===== src/rtl/fpu_addsub_seq_pkg.sv =====
// Shared types and constants for the sequential floating-point add/sub unit.
package fpu_pkg;

    typedef enum logic [2:0] {
        IDLE,
        ALIGN,
        ADD,
        NORM,
        ROUND,
        DONE
    } fpu_state_e;

    localparam int ST_EXACT     = 0;
    localparam int ST_OVERFLOW  = 1;
    localparam int ST_UNDERFLOW = 2;
    localparam int ST_INEXACT   = 3;

    localparam logic OP_ADD = 1'b0;
    localparam logic OP_SUB = 1'b1;

endpackage


===== src/rtl/fpu_addsub_seq_if.sv =====
// Operand/result handshake bundle between the operand registers and the FPU.
interface fpu_addsub_seq_if #(
    parameter int EXP_W  = 8,
    parameter int MAN_W  = 23,
    parameter int DATA_W = 1 + EXP_W + MAN_W
);
    logic              start_in;
    logic              op_in;
    logic [DATA_W-1:0] op_a_in;
    logic [DATA_W-1:0] op_b_in;
    logic              busy_out;
    logic              done_out;
    logic [DATA_W-1:0] data_out;
    logic [3:0]        status_out;

    modport master (
        output start_in, op_in, op_a_in, op_b_in,
        input  busy_out, done_out, data_out, status_out
    );

    modport slave (
        input  start_in, op_in, op_a_in, op_b_in,
        output busy_out, done_out, data_out, status_out
    );
endinterface


===== src/rtl/fpu_round_rne.sv =====
// Combinational round-to-nearest-even of a significand with guard/round/sticky bits.
module fpu_round_rne #(
    parameter int MAN_W = 23
) (
    input  logic [MAN_W:0] i_man,
    input  logic           i_guard,
    input  logic           i_round,
    input  logic           i_sticky,
    output logic [MAN_W:0] o_man,
    output logic           o_carry,
    output logic           o_inexact
);
    logic w_inc;

    // Ties (guard only) round up only when the kept lsb is odd.
    assign w_inc                = i_guard & (i_round | i_sticky | i_man[0]);
    assign {o_carry, o_man}     = {1'b0, i_man} + {{(MAN_W+1){1'b0}}, w_inc};
    assign o_inexact            = i_guard | i_round | i_sticky;
endmodule


===== src/rtl/fpu_addsub_seq.sv =====
// Multi-cycle floating-point adder/subtractor: align, add, iterative normalise, RNE round.
module fpu_addsub_seq
    import fpu_pkg::*;
#(
    parameter int EXP_W  = 8,
    parameter int MAN_W  = 23,
    parameter int DATA_W = 1 + EXP_W + MAN_W
) (
    input  logic              clock100KHz,
    input  logic              reset,
    fpu_addsub_seq_if.slave   bus
);
    localparam int              FW      = MAN_W + 4;
    localparam logic [EXP_W:0]  EXP_ONE = (EXP_W+1)'(1);
    localparam logic [EXP_W:0]  EXP_MAX = {1'b0, {EXP_W{1'b1}}};
    localparam logic [3:0]      S_EXACT = 4'(1 << ST_EXACT);
    localparam logic [3:0]      S_OVF   = 4'(1 << ST_OVERFLOW);
    localparam logic [3:0]      S_UNF   = 4'(1 << ST_UNDERFLOW);
    localparam logic [3:0]      S_INX   = 4'(1 << ST_INEXACT);

    fpu_state_e        r_state;
    logic              r_busy, r_done;
    logic [DATA_W-1:0] r_data;
    logic [3:0]        r_status;

    logic [DATA_W-1:0] r_a_p0, r_b_p0;
    logic              r_op_p0;
    logic              r_sign_p1, r_sub_p1;
    logic [FW-1:0]     r_big_p1, r_sml_p1;
    logic [EXP_W:0]    r_exp;
    logic [FW:0]       r_sum_p2;
    logic              r_uf_p2;
    logic [DATA_W-1:0] r_res;
    logic [3:0]        r_stat;

    logic              w_sa, w_sb, w_a_ge_b, w_big_sign, w_sml_sign;
    logic [EXP_W-1:0]  w_ea, w_eb, w_big_exp, w_sml_exp, w_shamt;
    logic [MAN_W:0]    w_siga, w_sigb, w_big_sig, w_sml_sig;
    logic [2*FW-1:0]   w_wide;
    logic [FW-1:0]     w_sml_al;
    logic [FW:0]       w_sum;
    logic [MAN_W:0]    w_rnd_man;
    logic              w_rnd_carry, w_rnd_inexact;
    logic [EXP_W:0]    w_exp_fin;

    assign w_sa   = r_a_p0[DATA_W-1];
    assign w_sb   = (r_op_p0 == OP_SUB) ? ~r_b_p0[DATA_W-1] : r_b_p0[DATA_W-1];
    assign w_ea   = r_a_p0[DATA_W-2:MAN_W];
    assign w_eb   = r_b_p0[DATA_W-2:MAN_W];
    assign w_siga = (w_ea == '0) ? '0 : {1'b1, r_a_p0[MAN_W-1:0]};
    assign w_sigb = (w_eb == '0) ? '0 : {1'b1, r_b_p0[MAN_W-1:0]};

    // Zero operands compare as zero magnitude regardless of their mantissa field.
    assign w_a_ge_b   = {w_ea, w_siga[MAN_W-1:0]} >= {w_eb, w_sigb[MAN_W-1:0]};
    assign w_big_sign = w_a_ge_b ? w_sa   : w_sb;
    assign w_sml_sign = w_a_ge_b ? w_sb   : w_sa;
    assign w_big_exp  = w_a_ge_b ? w_ea   : w_eb;
    assign w_sml_exp  = w_a_ge_b ? w_eb   : w_ea;
    assign w_big_sig  = w_a_ge_b ? w_siga : w_sigb;
    assign w_sml_sig  = w_a_ge_b ? w_sigb : w_siga;
    assign w_shamt    = w_big_exp - w_sml_exp;
    assign w_wide     = {w_sml_sig, 3'b000, {FW{1'b0}}} >> w_shamt;
    assign w_sml_al   = (32'(w_shamt) >= FW - 1) ? {{(FW-1){1'b0}}, |w_sml_sig}
                      : {w_wide[2*FW-1:FW+1], w_wide[FW] | (|w_wide[FW-1:0])};

    assign w_sum = r_sub_p1 ? ({1'b0, r_big_p1} - {1'b0, r_sml_p1})
                            : ({1'b0, r_big_p1} + {1'b0, r_sml_p1});

    fpu_round_rne #(.MAN_W(MAN_W)) u_round (
        .i_man     (r_sum_p2[FW-1:3]),
        .i_guard   (r_sum_p2[2]),
        .i_round   (r_sum_p2[1]),
        .i_sticky  (r_sum_p2[0]),
        .o_man     (w_rnd_man),
        .o_carry   (w_rnd_carry),
        .o_inexact (w_rnd_inexact)
    );

    assign w_exp_fin = r_exp + {{EXP_W{1'b0}}, w_rnd_carry};

    always_ff @(posedge clock100KHz) begin
        case (r_state)
            IDLE: if (bus.start_in) begin
                r_a_p0  <= bus.op_a_in;
                r_b_p0  <= bus.op_b_in;
                r_op_p0 <= bus.op_in;
            end
            // ---- stage p1: operands ordered and aligned
            ALIGN: begin
                r_sign_p1 <= w_big_sign;
                r_sub_p1  <= w_big_sign ^ w_sml_sign;
                r_exp     <= {1'b0, w_big_exp};
                r_big_p1  <= {w_big_sig, 3'b000};
                r_sml_p1  <= w_sml_al;
                r_uf_p2   <= 1'b0;
            end
            // ---- stage p2: raw sum, normalised in place
            ADD: begin
                r_sum_p2 <= w_sum;
                r_res    <= '0;
                r_stat   <= S_EXACT;
            end
            NORM: begin
                if (r_sum_p2[FW]) begin
                    r_sum_p2 <= {1'b0, r_sum_p2[FW:2], r_sum_p2[1] | r_sum_p2[0]};
                    r_exp    <= r_exp + EXP_ONE;
                end else if (!r_sum_p2[FW-1]) begin
                    if (r_exp == EXP_ONE) r_uf_p2 <= 1'b1;
                    else begin
                        r_sum_p2 <= r_sum_p2 << 1;
                        r_exp    <= r_exp - EXP_ONE;
                    end
                end
            end
            ROUND: begin
                if (r_uf_p2) begin
                    r_res  <= {r_sign_p1, {(DATA_W-1){1'b0}}};
                    r_stat <= S_UNF;
                end else if (w_exp_fin > EXP_MAX) begin
                    r_res  <= {r_sign_p1, {(DATA_W-1){1'b1}}};
                    r_stat <= S_OVF;
                end else begin
                    r_res  <= {r_sign_p1, w_exp_fin[EXP_W-1:0], w_rnd_man[MAN_W-1:0]};
                    r_stat <= w_rnd_inexact ? S_INX : S_EXACT;
                end
            end
            default: ;
        endcase
    end

    always_ff @(posedge clock100KHz) begin
        if (!reset) begin
            r_state  <= IDLE;
            r_busy   <= 1'b0;
            r_done   <= 1'b0;
            r_data   <= '0;
            r_status <= S_EXACT;
        end else begin
            r_done <= 1'b0;
            case (r_state)
                IDLE: if (bus.start_in) begin
                    r_busy  <= 1'b1;
                    r_state <= ALIGN;
                end
                ALIGN: r_state <= ADD;
                ADD:   r_state <= (w_sum == '0) ? DONE : NORM;
                NORM:  if (r_sum_p2[FW] || r_sum_p2[FW-1] || r_exp == EXP_ONE) r_state <= ROUND;
                ROUND: r_state <= DONE;
                DONE: begin
                    r_data   <= r_res;
                    r_status <= r_stat;
                    r_done   <= 1'b1;
                    r_busy   <= 1'b0;
                    r_state  <= IDLE;
                end
                default: r_state <= IDLE;
            endcase
        end
    end

    assign bus.busy_out   = r_busy;
    assign bus.done_out   = r_done;
    assign bus.data_out   = r_data;
    assign bus.status_out = r_status;
endmodule


===== src/flat_wrapper.sv =====
// flat-port wrapper written by rule: the top's interface ports become plain ports
module fpu_addsub_seq_flat import fpu_pkg::*;
#(
    parameter int EXP_W  = 8,
    parameter int MAN_W  = 23,
    parameter int DATA_W = 1 + EXP_W + MAN_W
)
  (clock100KHz, reset, bus_start_in, bus_op_in, bus_op_a_in, bus_op_b_in, bus_busy_out, bus_done_out, bus_data_out, bus_status_out);
  fpu_addsub_seq_if #(.EXP_W(EXP_W), .MAN_W(MAN_W), .DATA_W(DATA_W)) bus_i ();
  input  logic clock100KHz;
  input  logic reset;
  input wire logic [$bits(bus_i.start_in)-1:0] bus_start_in;
  input wire logic [$bits(bus_i.op_in)-1:0] bus_op_in;
  input wire logic [$bits(bus_i.op_a_in)-1:0] bus_op_a_in;
  input wire logic [$bits(bus_i.op_b_in)-1:0] bus_op_b_in;
  output wire logic [$bits(bus_i.busy_out)-1:0] bus_busy_out;
  output wire logic [$bits(bus_i.done_out)-1:0] bus_done_out;
  output wire logic [$bits(bus_i.data_out)-1:0] bus_data_out;
  output wire logic [$bits(bus_i.status_out)-1:0] bus_status_out;
  assign bus_i.start_in = bus_start_in;
  assign bus_i.op_in = bus_op_in;
  assign bus_i.op_a_in = bus_op_a_in;
  assign bus_i.op_b_in = bus_op_b_in;
  assign bus_busy_out = bus_i.busy_out;
  assign bus_done_out = bus_i.done_out;
  assign bus_data_out = bus_i.data_out;
  assign bus_status_out = bus_i.status_out;
  fpu_addsub_seq #(.EXP_W(EXP_W), .MAN_W(MAN_W), .DATA_W(DATA_W)) u_core (.clock100KHz(clock100KHz), .reset(reset), .bus(bus_i));
endmodule

===== config.mk =====
export PLATFORM = sky130hd
export DESIGN_NAME = fpu_addsub_seq_flat
export DESIGN_NICKNAME = d
export VERILOG_FILES = /design/src/rtl/fpu_addsub_seq_pkg.sv /design/src/rtl/fpu_addsub_seq_if.sv /design/src/rtl/fpu_round_rne.sv /design/src/rtl/fpu_addsub_seq.sv /design/src/flat_wrapper.sv
export SDC_FILE = /design/constraint.sdc
export NUM_CORES = 1
export LEC_CHECK = 0
export ABC_AREA = 1
export CAP_MARGIN = 40
export CORE_MARGIN = 5
export CORE_UTILIZATION = 45
export CTS_CLUSTER_DIAMETER = 80
export DETAILED_ROUTE_END_ITERATION = 12
export SYNTH_ARGS = -nofsm -noshare
export SYNTH_HDL_FRONTEND = slang
export SYNTH_HIERARCHICAL = 1
export SYNTH_SLANG_ARGS = --single-unit

===== constraint.sdc =====
create_clock -name clock100KHz -period 12.8 [get_ports clock100KHz]
set_clock_uncertainty 0.05 [all_clocks]
set_input_delay 2.56 -clock clock100KHz [delete_from_list [all_inputs] [get_ports clock100KHz]]
set_output_delay 2.56 -clock clock100KHz [all_outputs]
set_load 0.03 [all_outputs]

==> impl_metrics.env <==
export IMPL_io_buffers=105
export IMPL_drc=0
export IMPL_detailedRoute_firstPassIterationCount=6
export IMPL_cts_tree="built"
export IMPL_fin_tns_setup_ps=0
export IMPL_die_w_um=197
export IMPL_p_per_area_nw_per_um2=168
export IMPL_post_cts_setup_buffers=0
export IMPL_ant_nets=0
export IMPL_slowest_stage="edfxtp_1"
export IMPL_overflow=0
export IMPL_synth_area_um2=15700
export IMPL_synthCells=1999
export IMPL_sequentialPowerShare_pct=33.1
export IMPL_fin_crit_ps=6530
export IMPL_final_hold_viol_count=0
export IMPL_start_util_pct=45.6
export IMPL_num_antenna_cells=0
export IMPL_p_int_w=0.00179
export IMPL_pwr_share_clk_pct=23.6
export IMPL_syn2layout_area_growth_pct=14.7
export IMPL_die_h_um=197
export IMPL_p_comb_share_pct=43.4
export IMPL_syn_nets=2148
export IMPL_p_total_w=0.00304
export IMPL_slew_violations=0
export IMPL_final_period_utilization_pct=51.0
export IMPL_swShare_pct=41.1
export IMPL_grt_pass1_vias=13000
export IMPL_fillers=3357
export IMPL_worstMarginPinSlew_ps=907
export IMPL_clkLatencyLatePin_ps=550
export IMPL_ys_warnings_count=6
export IMPL_rsz0062_at_grt="no"
export IMPL_syn_avg_cell_area_um2=7.87
export IMPL_drv_cap=0
export IMPL_drt_wl_total_mm=43.7
export IMPL_hp_class="register to register"
export IMPL_dp_hpwl_mm=34.0
export IMPL_vias_per_cell=5.33
export IMPL_antenna_found_initial=0
export IMPL_seq_area_um2=6590
export IMPL_arrival_ps=6760
export IMPL_setup_viol=0
export IMPL_num_vias=13500
export IMPL_cts_root_buf="clkbuf_16"
export IMPL_multi_input_area_um2=7910
export IMPL_max_freq_mhz=153
export IMPL_path_class="register to register"
export IMPL_cts_sinks=233
export IMPL_clk_path_buf_depth=3
export IMPL_drtIter0Drc=848
export IMPL_drive_above_1_share_pct=6.67
export IMPL_grt_usage_pct=22.1
export IMPL_final_area_um2=18000
export IMPL_row_count=68
export IMPL_grt_max_degree=67
export IMPL_routabilityCongestion=0.879
export IMPL_h_tree_depth=1
export IMPL_numCtsBuffers=27
export IMPL_status="completed"
export IMPL_cpMostUsedCell="nor2_1"
export IMPL_cpPeakStageDelay_ps=450
export IMPL_ctsResizeCount=0
export IMPL_endpoint_kind="register"
export IMPL_max_vdd_ir_drop_mv=0.103
export IMPL_grt_pass1_wl_mm=69.2
export IMPL_place_area_um2=17200
export IMPL_cts_hold_buf=0
export IMPL_leakagePower_nw=8.07
export IMPL_startpoint_type="register"
export IMPL_nNetsFinal=2212
export IMPL_cp_max_fo=46
export IMPL_drt_wirelength_per_cell_um=17.2
export IMPL_worstPathRequired_ps=13030
export IMPL_power_switching_w=0.00125
export IMPL_core_area_um2=34500
export IMPL_relSlewSlack_pct=39.3
export IMPL_clk_pin_slew_worst_paths_ps=60
export IMPL_io_pins=106
export IMPL_die_area_um2=38800
==> layer usage <==
metal	wire length [µm]	track usage [%]	share of wire, %
met2	21700	39.4	50
met4	1720	7.96	3.9
met3	1840	3.03	4.2
met1	18400	27.3	42
met5	0	0	0
==> sequential cells by signal (all words and copies together), names as in the netlist, 3 cells and up <==
| signal | cells |
|---|---|
| u_core/r_big_p1 | 24 |
| u_core/bus.status_out | 4 |
| u_core/r_a_p0 | 32 |
| u_core/bus.data_out | 32 |
| u_core/r_res | 32 |
| u_core/r_exp | 9 |
| u_core/r_stat | 4 |
| u_core/r_state | 3 |
| u_core/r_sum_p2 | 28 |
| u_core/r_sml_p1 | 27 |
| u_core/r_b_p0 | 32 |
==> cell type report <==
cell class,instances,area share [%]
well taps,455,3.15
multi-input cells,1456,43.8
clock buffers,38,4.32
flip-flops and latches,233,36.5
repair buffers,124,7.28
inverters,221,4.61
clock inverters,11,0.298
==> final timing paths <==
check,slack [ps],from,to,cells after the start
max,6270,u_core/r_a_p0[26],u_core/r_sml_p1[0],32
min,420,u_core/bus.status_out[0],u_core/bus.status_out[0],2
max reg2reg,6270,u_core/r_a_p0[26],u_core/r_sml_p1[0],32
min reg2reg,420,u_core/bus.status_out[0],u_core/bus.status_out[0],2
==> power groups by stage <==
stage	sequential, W	clock [W]	combinational [W]
2_1_floorplan	0.00100	0	0.000956
3_3_place_gp	0.00102	0	0.00127
3_5_place_dp	0.00102	0	0.00130
4_1_cts	0.00101	0.000736	0.00131
5_1_grt	0.00101	0.000769	0.00147
6_report	0.00100	0.000716	0.00132
==> through the flow <==
step / utilization, % / instances / worst slack [ps] / hold slack [ps]
after floorplan: - / 1999 / 6940 / 386
after global placement: 49.3 / 2482 / 5710 / 393
after detailed placement: 49.8 / 2489 / 6350 / 407
after CTS: 52.2 / 2538 / 6330 / 417
after global routing: 52.2 / 2538 / 5820 / 423
final: 52.2 / 2538 / 6270 / 418
==> cell usage in the layout (no fill, tap or decap), drive strengths merged, types with 7 or more instances in the layout <==
master         count
o22ai             50
o221ai            24
nand2            486
dfxtp             41
nand4             62
xnor2             12
nor2             249
nor4               7
clkinv            12
a21oi             78
nand3            176
ha                80
inv              220
clkbuf            38
clkdlybuf4s50    105
o21ai            114
buf               19
edfxtp           192
xor2              45
nor3              16
==> critical path, delay by kind of cell, from the launching register on <==
kind            cells  cell delay, ps
fa+ha+maj           2             470
buf+inv             4            1100
compound gates      4             530
flops               1             450
simple gates       21            3410
xor+xnor            1             210
(Power assumes the default switching activity.)
